**src/rtl/address_bank_setter.sv**
```systemverilog
// address_bank_setter: independent read/write register-bank pointers with set, toggle, wrap-increment and a context stack.
// Latency: a command sampled on a rising edge is visible on every output right after that edge (1 cycle).
// Backpressure: none; one command per cycle is always accepted, illegal commands are dropped and flagged in err.
//
// Ports:
//   single_clk, reset       clock and synchronous active-high reset (reset wins over everything)
//   cmd_valid, cmd, cmd_bank command strobe, 3-bit opcode, target bank for SET_W/SET_R/PUSH
//   err_clear               clears the sticky error bits (a same-cycle new error still sets its bit)
//   write_bank, read_bank   current bank pointers (registered)
//   stack_level             occupied context-stack entries; stack_full / stack_empty decoded from it
//   err                     sticky {range, underflow, overflow}
//
// Build option: define ADDR_SETTER_STACK_EN to build the PUSH/POP context stack. Without it PUSH and
// POP are NOPs, stack_level/stack_full/stack_empty are constant and err[1:0] stays 0.
module address_bank_setter #(
  parameter int BANK_COUNT  = 4,
  parameter int BANK_WIDTH  = 2,
  parameter int STACK_DEPTH = 4,
  parameter int DEPTH_WIDTH = 3
) (
  input  logic                   single_clk,
  input  logic                   reset,
  input  logic                   cmd_valid,
  input  logic [2:0]             cmd,
  input  logic [BANK_WIDTH-1:0]  cmd_bank,
  input  logic                   err_clear,
  output logic [BANK_WIDTH-1:0]  write_bank,
  output logic [BANK_WIDTH-1:0]  read_bank,
  output logic [DEPTH_WIDTH-1:0] stack_level,
  output logic                   stack_full,
  output logic                   stack_empty,
  output logic [2:0]             err
);

  typedef enum logic [2:0] {
    OP_NOP   = 3'b000,
    OP_TOG_W = 3'b001,
    OP_SET_W = 3'b010,
    OP_TOG_R = 3'b011,
    OP_SET_R = 3'b100,
    OP_INC   = 3'b101,
    OP_PUSH  = 3'b110,
    OP_POP   = 3'b111
  } opcode_t;

  localparam logic [BANK_WIDTH-1:0] BANK_ONE  = BANK_WIDTH'(1);
  localparam logic [BANK_WIDTH-1:0] BANK_LAST = BANK_WIDTH'(BANK_COUNT - 1);

  // Pointer width may cover more codes than there are banks; only 0..BANK_COUNT-1 are legal.
  function automatic logic in_range(input logic [BANK_WIDTH-1:0] b);
    return 32'(b) < 32'(BANK_COUNT);
  endfunction

  // Explicit wrap at the last bank so non-power-of-2 bank counts work.
  function automatic logic [BANK_WIDTH-1:0] bank_inc(input logic [BANK_WIDTH-1:0] b);
    return (b == BANK_LAST) ? '0 : b + BANK_ONE;
  endfunction

  opcode_t               op;
  logic [BANK_WIDTH-1:0] write_tog;
  logic [BANK_WIDTH-1:0] read_tog;
  logic [BANK_WIDTH-1:0] write_nxt;
  logic [BANK_WIDTH-1:0] read_nxt;
  logic [2:0]            err_new;
  logic [2:0]            err_nxt;

  assign op        = opcode_t'(cmd);
  assign write_tog = write_bank ^ BANK_ONE;
  assign read_tog  = read_bank ^ BANK_ONE;

`ifdef ADDR_SETTER_STACK_EN
  // Storage is rounded up to a power of two so the slot index is a plain slice of stack_level.
  localparam int PTR_W = (STACK_DEPTH > 1) ? $clog2(STACK_DEPTH) : 1;
  localparam int SLOTS = 1 << PTR_W;
  localparam logic [DEPTH_WIDTH-1:0] LEVEL_ONE = DEPTH_WIDTH'(1);
  localparam logic [DEPTH_WIDTH-1:0] LEVEL_MAX = DEPTH_WIDTH'(STACK_DEPTH);

  logic                   push_go;
  logic                   pop_go;
  logic [DEPTH_WIDTH-1:0] level_dec;
  logic [BANK_WIDTH-1:0]  stack_read  [SLOTS];
  logic [BANK_WIDTH-1:0]  stack_write [SLOTS];

  assign stack_full  = (stack_level == LEVEL_MAX);
  assign stack_empty = (stack_level == '0);
  assign level_dec   = stack_level - LEVEL_ONE;
`else
  assign stack_level = '0;
  assign stack_full  = 1'b0;
  assign stack_empty = 1'b1;
`endif

  always_comb begin
    write_nxt = write_bank;
    read_nxt  = read_bank;
    err_new   = 3'b000;
`ifdef ADDR_SETTER_STACK_EN
    push_go   = 1'b0;
    pop_go    = 1'b0;
`endif
    if (cmd_valid) begin
      case (op)
        OP_NOP: ;
        OP_TOG_W: begin
          if (in_range(write_tog)) write_nxt = write_tog;
          else                     err_new[2] = 1'b1;
        end
        OP_TOG_R: begin
          if (in_range(read_tog)) read_nxt = read_tog;
          else                    err_new[2] = 1'b1;
        end
        OP_SET_W: begin
          if (in_range(cmd_bank)) write_nxt = cmd_bank;
          else                    err_new[2] = 1'b1;
        end
        OP_SET_R: begin
          if (in_range(cmd_bank)) read_nxt = cmd_bank;
          else                    err_new[2] = 1'b1;
        end
        OP_INC: begin
          write_nxt = bank_inc(write_bank);
          read_nxt  = bank_inc(read_bank);
        end
`ifdef ADDR_SETTER_STACK_EN
        // Full and out-of-range are reported independently; either one blocks the push.
        OP_PUSH: begin
          err_new[0] = stack_full;
          err_new[2] = !in_range(cmd_bank);
          if (!stack_full && in_range(cmd_bank)) begin
            push_go   = 1'b1;
            write_nxt = cmd_bank;
            read_nxt  = cmd_bank;
          end
        end
        OP_POP: begin
          err_new[1] = stack_empty;
          if (!stack_empty) begin
            pop_go    = 1'b1;
            write_nxt = stack_write[level_dec[PTR_W-1:0]];
            read_nxt  = stack_read[level_dec[PTR_W-1:0]];
          end
        end
`endif
        default: ;
      endcase
    end
    // A new error in the clearing cycle still lands in its bit.
    err_nxt = (err_clear ? 3'b000 : err) | err_new;
`ifndef ADDR_SETTER_STACK_EN
    err_nxt[1:0] = 2'b00;
`endif
  end

  always_ff @(posedge single_clk) begin
    if (reset) begin
      write_bank <= '0;
      read_bank  <= '0;
      err        <= 3'b000;
    end else begin
      write_bank <= write_nxt;
      read_bank  <= read_nxt;
      err        <= err_nxt;
    end
  end

`ifdef ADDR_SETTER_STACK_EN
  always_ff @(posedge single_clk) begin
    if (reset)        stack_level <= '0;
    else if (push_go) stack_level <= stack_level + LEVEL_ONE;
    else if (pop_go)  stack_level <= level_dec;
  end

  // Context storage carries no reset; only stack_level decides what is valid.
  always_ff @(posedge single_clk) begin
    if (push_go && !reset) begin
      stack_read[stack_level[PTR_W-1:0]]  <= read_bank;
      stack_write[stack_level[PTR_W-1:0]] <= write_bank;
    end
  end
`endif

endmodule

```
**config.mk**
```make
export PLATFORM = sky130hd
export DESIGN_NAME = address_bank_setter
export DESIGN_NICKNAME = d
export VERILOG_FILES = /design/src/rtl/address_bank_setter.sv
export SDC_FILE = /design/constraint.sdc
export NUM_CORES = 1
export LEC_CHECK = 0
export CAP_MARGIN = 15
export CORE_AREA = 8 8 45 47
export DETAILED_ROUTE_END_ITERATION = 8
export DIE_AREA = 0 0 53 55
export SYNTH_ARGS = -nofsm -noshare
export SYNTH_HDL_FRONTEND = slang
export SYNTH_SLANG_ARGS = --single-unit
```
**constraint.sdc**
```tcl
create_clock -name single_clk -period 1.55 [get_ports single_clk]
set_input_delay 0.31 -clock single_clk [delete_from_list [all_inputs] [get_ports single_clk]]
set_output_delay 0.31 -clock single_clk [all_outputs]
set_load 0.01 [all_outputs]
```
==> reports/qor.csv <==
metric,value,unit
status,finished clean,
critical_path.max_fanout,4,
vias,335,
area_growth,42.81,%
finalCoreUtilization,36.80,%
rsz0062_at_grt,false,
ctsLongestPathBuffers,2,
critical-path-slowest-cell,clkdlybuf4s50_1,
worstPathBufferInverterCount,1,
postRouteAntennaNets,0,
yosysUniqueCellTypes,24,
cts_made_buffers,3,
r2r-start,read_bank[0]$_SDFFE_PP0P_,
core_area,0.001384,sq mm
max_freq,677.1,MHz
worstSetupStartpointType,flop,
rr_worst_depth,5,
hold_class,reg -> reg,
seq_area_frac_synth,22.46,%
drt-total-wl,844,microns
first_global_vias,308,
synth.avg_cell_area,8.490,sq um
ctsHoldBuffers,0,
ir_worst_vdd,0.3091,mV
fillCellCount,152,
pin_count,21,
crit_chain,clkdlybuf4s50_1,
drc,0,
dr.pass1.iters,2,
routabilityCongestion,0.6523,
cts_tree,built,
final.setup_skew,0.00005099,ns
die_area,0.002915,sq mm
drv_slew,0,
netlist_area,356.6,sq um
synth-seq-cells,4,
finalCriticalPeriod,1.477,ns
holdPathEnd,write_bank[1]$_SDFFE_PP0P_,
clk_pin_slew,0.04,ns
clkLatencyLatePin,0.23,ns
max_stage_delay,0.56,ns
post_cts_buffers,0,
drt_iter0_markers,6,
cts_root_buf,clkbuf_4,
area.sequential,80.08,sq um
cp.required,1.24,ns
antenna_found_initial,0,
ys.warnings.count,0,
multi_input_area,239.0,sq um
drv_cap,0,
die_h,55,microns
layout.nets,72,
min_path_cells,2,
start_util,25.77,%
fin_cells,75,
diodes,0,
min_from,write_bank[1]$_SDFFE_PP0P_,
setup-violations-final,0,
gr-usage-all-layers,6.114,%
die_x,53,microns
critical_path_arrival,1.17,ns
fin_crit_sh,95.29,%
htree_levels,1,
power_density,668.1,mW/mm^2
hold_viol,0,
grt_pass1_wl,1.331,mm
row_count,14,
crit-reg2reg-capture,read_bank[0]$_SDFFE_PP0P_,
path_delay_family,buffers and inverters,
overflow,0,
viasPerCell,4.467,
stdcell_area,509.2,sq um
cts_resized,0,
drive_gt1_share,18.64,%
hold_slack,0.5438,ns
critPathKind,reg -> out,
p_leak,0.2323,nW
r2r_slack,0.38,ns
cts_num_sinks,4,
grt_max_degree,9,
io_buffers,11,
wl_per_cell,11.25,microns
dpl.cell_count,72,
total_power,0.3402,mW
postPlaceCellArea,486.7,sq um
end_kind,output port,
synth_cells,42,
[report_power, final]
group / leakage [nW] / total (mW) / internal [mW] / switching, mW
clock: 0.0138 / 0.129 / 0.0866 / 0.0424
combinational: 0.186 / 0.0963 / 0.0538 / 0.0425
sequential: 0.0327 / 0.115 / 0.109 / 0.00551
[per-stage QoR]
stage          TNS, ns  setup WS, ns
2_1_floorplan        0        0.3951
3_3_place_gp   -0.3628       -0.1644
4_1_cts              0       0.05562
6_report             0       0.07301
3_5_place_dp   -0.3337       -0.1687
5_1_grt              0       0.01268
[cells in the mapped netlist]
| cell type | instances | share of area, % |
|---|---|---|
| o21bai_1 | 1 | 2.1 |
| mux2i_1 | 1 | 2.8 |
| nor3b_1 | 1 | 2.1 |
| and2b_2 | 1 | 2.5 |
| nand2b_1 | 1 | 1.8 |
| a22o_1 | 1 | 2.5 |
| a211o_1 | 1 | 2.5 |
| or3b_1 | 1 | 2.5 |
| a311oi_1 | 2 | 4.9 |
| dfxtp_1 | 4 | 22 |
| nor3_1 | 1 | 1.4 |
| ha_1 | 2 | 7.0 |
| a21oi_1 | 4 | 5.6 |
| and3b_1 | 1 | 2.5 |
| conb_1 | 2 | 2.1 |
| buf_4 | 8 | 17 |
| o21ai_0 | 2 | 2.8 |
| nor3b_2 | 1 | 3.5 |
| or2b_2 | 1 | 2.5 |
| nand2_1 | 2 | 2.1 |
| a2bb2oi_1 | 1 | 2.5 |
| nor2_1 | 1 | 1.1 |
| a22oi_1 | 1 | 2.1 |
| or2b_1 | 1 | 2.1 |
[routing by layer]
metal	GRT usage, %	wire (microns)	vias up
met5	0	0	-
met2	8.984	369	11
met3	2.406	89	0
met4	5.172	0	0
li1	-	-	171
met1	6.818	385	153
[area by class of cell]
type                            count  share of cell area, %
Clock buffer                        3                  4.423
Multi-Input combinational cell     36                  46.93
Sequential cell                     4                  15.72
Timing Repair Buffer               16                  28.99
Tap cell                           16                  3.931
[layout by cell type (no fill, tap or decap)]
cell type,netlist,final
nor3b_2,1,1
nor3_1,1,1
a21oi_1,4,4
o21bai_1,1,1
a2bb2oi_1,1,1
a22oi_1,1,1
nor2_1,1,1
o21ai_0,2,2
ha_1,2,2
a22o_1,1,1
a311oi_1,2,2
a211o_1,1,1
clkbuf_4,0,3
dfxtp_1,4,4
nand2_1,2,2
nor3b_1,1,1
mux2i_1,1,1
or2b_2,1,1
and2b_2,1,1
and3b_1,1,1
buf_4,8,5
conb_1,2,8
clkdlybuf4s50_1,0,11
or3b_1,1,1
nand2b_1,1,1
or2b_1,1,1
[worst max path at each step]
| stage | startpoint | endpoint | slack, ns | cells after the start |
|---|---|---|---|---|
| 2_1_floorplan | write_bank[0]$_SDFFE_PP0P_ | write_bank[1]$_SDFFE_PP0P_ | 0.40 | 4 |
| 3_3_place_gp | cmd[1] | write_bank[0]$_SDFFE_PP0P_ | -0.16 | 4 |
| 3_5_place_dp | cmd[1] | write_bank[0]$_SDFFE_PP0P_ | -0.17 | 4 |
| 4_1_cts | write_bank[0]$_SDFFE_PP0P_ | write_bank[0] | 0.06 | 1 |
| 5_1_grt | read_bank[0]$_SDFFE_PP0P_ | read_bank[0] | 0.01 | 1 |
| 6_report | write_bank[0]$_SDFFE_PP0P_ | write_bank[0] | 0.07 | 1 |
[kinds of logic after synthesis]
group                    synth area share, %
AO/OA/AOI/OAI                          24.92
AND/OR/NAND/NOR                        23.86
buffers and inverters                  16.84
flip-flops                             22.46
adder cells (fa/ha/maj)                7.016
other                                  2.106
multiplexers                           2.807
[registers in the layout, summed over array words and instances (netlist names)]
| name | flops |
|---|---|
| read_bank | 2 |
| write_bank | 2 |
Power figures use the tool's default switching activity.
